[src/rtl/alu_pkg.sv]
// Shared definitions for the ALU-sharing arbiter: ALU control codes,
// sequencer state encoding and default datapath widths.
package alu_pkg;

   localparam int ALU_WIDTH = 32;
   localparam int ALU_CTLW  = 4;

   localparam logic [ALU_CTLW-1:0] ALU_AND = 4'd0;
   localparam logic [ALU_CTLW-1:0] ALU_OR  = 4'd1;
   localparam logic [ALU_CTLW-1:0] ALU_ADD = 4'd2;
   localparam logic [ALU_CTLW-1:0] ALU_SUB = 4'd6;
   localparam logic [ALU_CTLW-1:0] ALU_SLT = 4'd7;

   typedef enum logic [1:0] {
      IDLE = 2'd0,
      EXEC = 2'd1,
      RESP = 2'd2
   } state_t;

endpackage

[src/rtl/rr_arb2.sv]
// Two-way round-robin grant: a lone requester always wins, on contention
// the requester named by pointer wins. Grant is one-hot or zero.
module rr_arb2 (
   input  logic [1:0] req,
   input  logic       pointer,
   output logic [1:0] grant
);

   for (genvar gi = 0; gi < 2; gi++) begin : g_grant
      assign grant[gi] = req[gi] & (~req[1-gi] | (pointer == 1'(gi)));
   end

endmodule

[src/rtl/alu_share_arbiter.sv]
// Time-shares one external ALU between two requesters: round-robin accept,
// one-cycle execute, then hold the registered result until the owner takes it.
module alu_share_arbiter
   import alu_pkg::*;
#(
   parameter int WIDTH = ALU_WIDTH,
   parameter int CTLW  = ALU_CTLW
) (
   input  logic             clock,
   input  logic             reset,
   input  logic             r0_valid,
   output logic             r0_ready,
   input  logic [CTLW-1:0]  r0_ctl,
   input  logic [WIDTH-1:0] r0_a,
   input  logic [WIDTH-1:0] r0_b,
   input  logic             r1_valid,
   output logic             r1_ready,
   input  logic [CTLW-1:0]  r1_ctl,
   input  logic [WIDTH-1:0] r1_a,
   input  logic [WIDTH-1:0] r1_b,
   output logic             r0_rvalid,
   input  logic             r0_rready,
   output logic             r1_rvalid,
   input  logic             r1_rready,
   output logic [WIDTH-1:0] resp_out,
   output logic             resp_zero,
   output logic [CTLW-1:0]  alu_ctl,
   output logic [WIDTH-1:0] alu_a,
   output logic [WIDTH-1:0] alu_b,
   input  logic [WIDTH-1:0] alu_out,
   input  logic             alu_zero,
   output logic             busy
);

   state_t           state_reg;
   logic             ptr_reg;
   logic             owner_reg;
   logic [CTLW-1:0]  ctl_reg;
   logic [WIDTH-1:0] a_reg;
   logic [WIDTH-1:0] b_reg;
   logic [WIDTH-1:0] resp_out_reg;
   logic             resp_zero_reg;
   logic [1:0]       rvalid_reg;
   logic             busy_reg;

   logic [1:0]       grant;
   logic [1:0]       ready;
   logic             owner_rready;

   rr_arb2 u_arb (
      .req     ({r1_valid, r0_valid}),
      .pointer (ptr_reg),
      .grant   (grant)
   );

   // Ready is also held low while reset is asserted so nothing looks accepted.
   for (genvar gi = 0; gi < 2; gi++) begin : g_ready
      assign ready[gi] = (state_reg == IDLE) & grant[gi] & ~reset;
   end

   assign owner_rready = owner_reg ? r1_rready : r0_rready;

   always_ff @(posedge clock) begin
      if (reset) begin
         state_reg     <= IDLE;
         ptr_reg       <= 1'b0;
         owner_reg     <= 1'b0;
         ctl_reg       <= '0;
         a_reg         <= '0;
         b_reg         <= '0;
         resp_out_reg  <= '0;
         resp_zero_reg <= 1'b0;
         rvalid_reg    <= 2'b00;
         busy_reg      <= 1'b0;
      end else begin
         case (state_reg)
            IDLE: begin
               if (|ready) begin
                  ctl_reg   <= ready[1] ? r1_ctl : r0_ctl;
                  a_reg     <= ready[1] ? r1_a   : r0_a;
                  b_reg     <= ready[1] ? r1_b   : r0_b;
                  owner_reg <= ready[1];
                  busy_reg  <= 1'b1;
                  state_reg <= EXEC;
               end
            end
            EXEC: begin
               resp_out_reg  <= alu_out;
               resp_zero_reg <= alu_zero;
               rvalid_reg    <= owner_reg ? 2'b10 : 2'b01;
               state_reg     <= RESP;
            end
            RESP: begin
               // The non-owner's rready is deliberately ignored here.
               if (owner_rready) begin
                  rvalid_reg <= 2'b00;
                  ptr_reg    <= ~owner_reg;
                  busy_reg   <= 1'b0;
                  state_reg  <= IDLE;
               end
            end
            default: state_reg <= IDLE;
         endcase
      end
   end

   assign r0_ready  = ready[0];
   assign r1_ready  = ready[1];
   assign r0_rvalid = rvalid_reg[0];
   assign r1_rvalid = rvalid_reg[1];
   assign resp_out  = resp_out_reg;
   assign resp_zero = resp_zero_reg;
   assign alu_ctl   = ctl_reg;
   assign alu_a     = a_reg;
   assign alu_b     = b_reg;
   assign busy      = busy_reg;

endmodule

[config.mk]
export PLATFORM = sky130hd
export DESIGN_NAME = alu_share_arbiter
export DESIGN_NICKNAME = d
export VERILOG_FILES = /design/src/rtl/alu_pkg.sv /design/src/rtl/rr_arb2.sv /design/src/rtl/alu_share_arbiter.sv
export SDC_FILE = /design/constraint.sdc
export NUM_CORES = 1
export LEC_CHECK = 0
export ABC_AREA = 1
export ABC_CLOCK_PERIOD_IN_PS = 2000
export CORE_MARGIN = 1.5
export CORE_UTILIZATION = 43
export DETAILED_ROUTE_END_ITERATION = 8
export GPL_TIMING_DRIVEN = 0
export PLACE_DENSITY = 0.91
export SLEW_MARGIN = 20
export SYNTH_ARGS = -nofsm -noshare
export SYNTH_HDL_FRONTEND = slang
export SYNTH_SLANG_ARGS = --single-unit
[constraint.sdc]
create_clock -name clock -period 2 [get_ports clock]
set_clock_uncertainty 0.05 [all_clocks]
set_input_delay 0.4 -clock clock [delete_from_list [all_inputs] [get_ports clock]]
set_output_delay 0.4 -clock clock [all_outputs]
set_load 0.005 [all_outputs]
==> results.json <==
{
  "cpPeakStageDelay_ns": 0.50,
  "static-leakage-power_nw": 3.78,
  "die_area_sq_um": 13000,
  "status": "finished clean",
  "holdBufCountCts": 0,
  "die_height_um": 114,
  "postLayoutCellArea_sq_um": 8680,
  "ys_warn_count": 0,
  "dp_hpwl_mm": 14.5,
  "gr-usage-all-layers": 0.291,
  "cts_tree": "done",
  "cp_max_fo": 10,
  "cts.sinks": 108,
  "path_delay_family": "buffers and inverters",
  "io_buffers": 280,
  "overflow": 0,
  "relSlewSlack": 0.626,
  "timing.final.ws_setup_ns": 0.0533,
  "totalWireLength_mm": 19.3,
  "drt_iter0_drc": 422,
  "drv_slew": 0,
  "area_growth_syn_to_layout_pct": 64.3,
  "post-route-period-util": 0.973,
  "syn_area_per_cell_sq_um": 6.70,
  "num-nets-final": 1259,
  "initial_utilization": 0.440,
  "min_period_ns": 1.95,
  "syn_area_sq_um": 5280,
  "clk_pin_slew_ns": 0.07,
  "ios": 281,
  "grt_pass1_vias": 6174,
  "cts_root_buffer": "clkbuf_16",
  "drt_first_pass_iters": 7,
  "synthCells": 789,
  "maxCapViolCount": 0,
  "drive_above_1_share": 0.0616,
  "tightest_slew_ns": 0.561,
  "gp_congestion": 0.893,
  "fin_util": 0.723,
  "cp_num_buf_inv": 4,
  "antenna_found_initial": 0,
  "finalHoldViolCount": 0,
  "rows": 40,
  "cts_buffer_depth": 2,
  "startpoint_type": "input port",
  "setup_viol": 0,
  "worstPathArrival_ns": 2.17,
  "hp-class": "register to register",
  "p_per_area_nw_per_um2": 776,
  "grt_max_degree": 17,
  "nFillCells": 951,
  "cp_common_cell": "nor2_1",
  "cp_slowest_cell": "clkdlybuf4s50_1",
  "ant_nets": 0,
  "synth.distinct_cells": 17,
  "die_w_um": 114,
  "place_ws_ns": -0.484,
  "crit_chain": "clkdlybuf4s50_1 -> inv_1 -> nor2_4 -> buf_4 -> clkbuf_1 -> nand4_1 -> nand2_1 -> nor2_1 -> nor2_1",
  "post_dp_cell_area_sq_um": 8270,
  "fmax_mhz": 514,
  "wl_per_cell_um": 15.6,
  "finalPower_mw": 6.74,
  "syn_nets": 964,
  "dp_cells": 1216,
  "ys_ff_latch": 108,
  "vdd_drop_max_mv": 0.479,
  "h-tree-depth": 3,
  "crit_required_ns": 2.23,
  "vias": 6393,
  "finalNonFillerCells": 1235,
  "rsz0062_at_grt": "no",
  "final_cell_mix": "clkdlybuf4s50_1 (276), nand2_1 (216), nor2_1 (204), dfxtp_1 (108)",
  "cts_inserted_buffers": 9,
  "antenna_cells": 0,
  "drc": 0,
  "end_kind": "register",
  "worstSetupPathType": "input port to register",
  "insertion_delay_ns": 0.34,
  "layout_commonest_cell": "clkdlybuf4s50_1",
  "grt_pass1_wl_mm": 29.8,
  "core_sq_um": 12000,
  "yosysSeqAreaShare": 0.409,
  "vias_per_cell": 5.18
}
==> tightest hold or removal path, stage by stage (launching register included) <==
cell     delay (ns)
dfxtp_1        0.31
nand3_1        0.07
nand2_1        0.05
==> worst paths after layout <==
path | start | end | slack (ns) | cells after the start
hold / removal | busy$_SDFFE_PP0P_ | busy$_SDFFE_PP0P_ | 0.42 | 2
setup reg to reg | state_reg[0]$_SDFFE_PP0P_ | alu_b[19]$_SDFFE_PP0P_ | 0.26 | 8
hold reg to reg | busy$_SDFFE_PP0P_ | busy$_SDFFE_PP0P_ | 0.42 | 2
setup / recovery | r1_valid | alu_b[4]$_SDFFE_PP0P_ | 0.05 | 9
==> layout make-up <==
class	count	area [sq um]	share of cell area
inverter	9	33.8	0.00389
clock buffer	11	253	0.0291
clock inverter	4	120	0.0138
timing repair buffer	284	2820	0.325
buffer	67	304	0.0350
multi-input combinational	605	2800	0.323
sequential	108	2160	0.249
tap	147	184	0.0212
==> cell usage after synthesis <==
cell type,number,share of area
inv_2,2,0.0014
nor2_2,1,0.0012
nand3_1,3,0.0028
nand2_1,217,0.15
nor2_1,204,0.14
nand4_1,68,0.081
clkbuf_1,29,0.021
buf_2,38,0.036
a21oi_1,4,0.0038
nand3b_1,68,0.097
inv_1,6,0.0043
nand3_2,2,0.0038
o21ai_0,34,0.032
dfxtp_1,108,0.41
clkinv_1,1,0.00071
o31ai_1,1,0.0014
nor2_4,3,0.0064
==> routing by layer <==
layer  GRT usage  vias to the layer above  wire length, um
met1       0.312                     2913             7340
li1            -                     3153                -
met3      0.0818                       34             1630
met4      0.0933                        0              459
met5           0                        -                0
met2       0.550                      293             9860
==> cells by family (layout without fill, tap and decap cells) <==
family,after synthesis,count (layout),synth area share
simple gates,566,566,0.490
flops,108,108,0.409
compound gates,39,39,0.0374
buf+inv,76,375,0.0630
==> stage by stage <==
step	TNS, ns	hold slack, ns
after global placement	-16.76	0.395
after global routing	0	0.450
final	0	0.421
after CTS	0	0.426
after detailed placement	-17.24	0.415
after floorplan	0	0.398
==> where the power goes <==
| part | switching (mW) | internal [mW] | total [mW] | leakage (nW) |
|---|---|---|---|---|
| clock network | 0.788 | 1.41 | 2.20 | 0.182 |
| registers | 0.126 | 2.40 | 2.53 | 0.890 |
| logic | 0.912 | 1.09 | 2.01 | 2.71 |
| total | 1.83 | 4.91 | 6.74 | 3.78 |
==> what timing repair did <==
| action | CTS | global route |
|---|---|---|
| setup buffers | 4 | 0 |
| resized for setup | 8 | 3 |
| pin swaps | 3 | 0 |
| endpoints found under the setup margin | 2 | 2 |
| gates cloned | 0 | 0 |
| endpoints found under the hold margin | 0 | 0 |
Note: power is estimated with default switching activity, not from simulation.
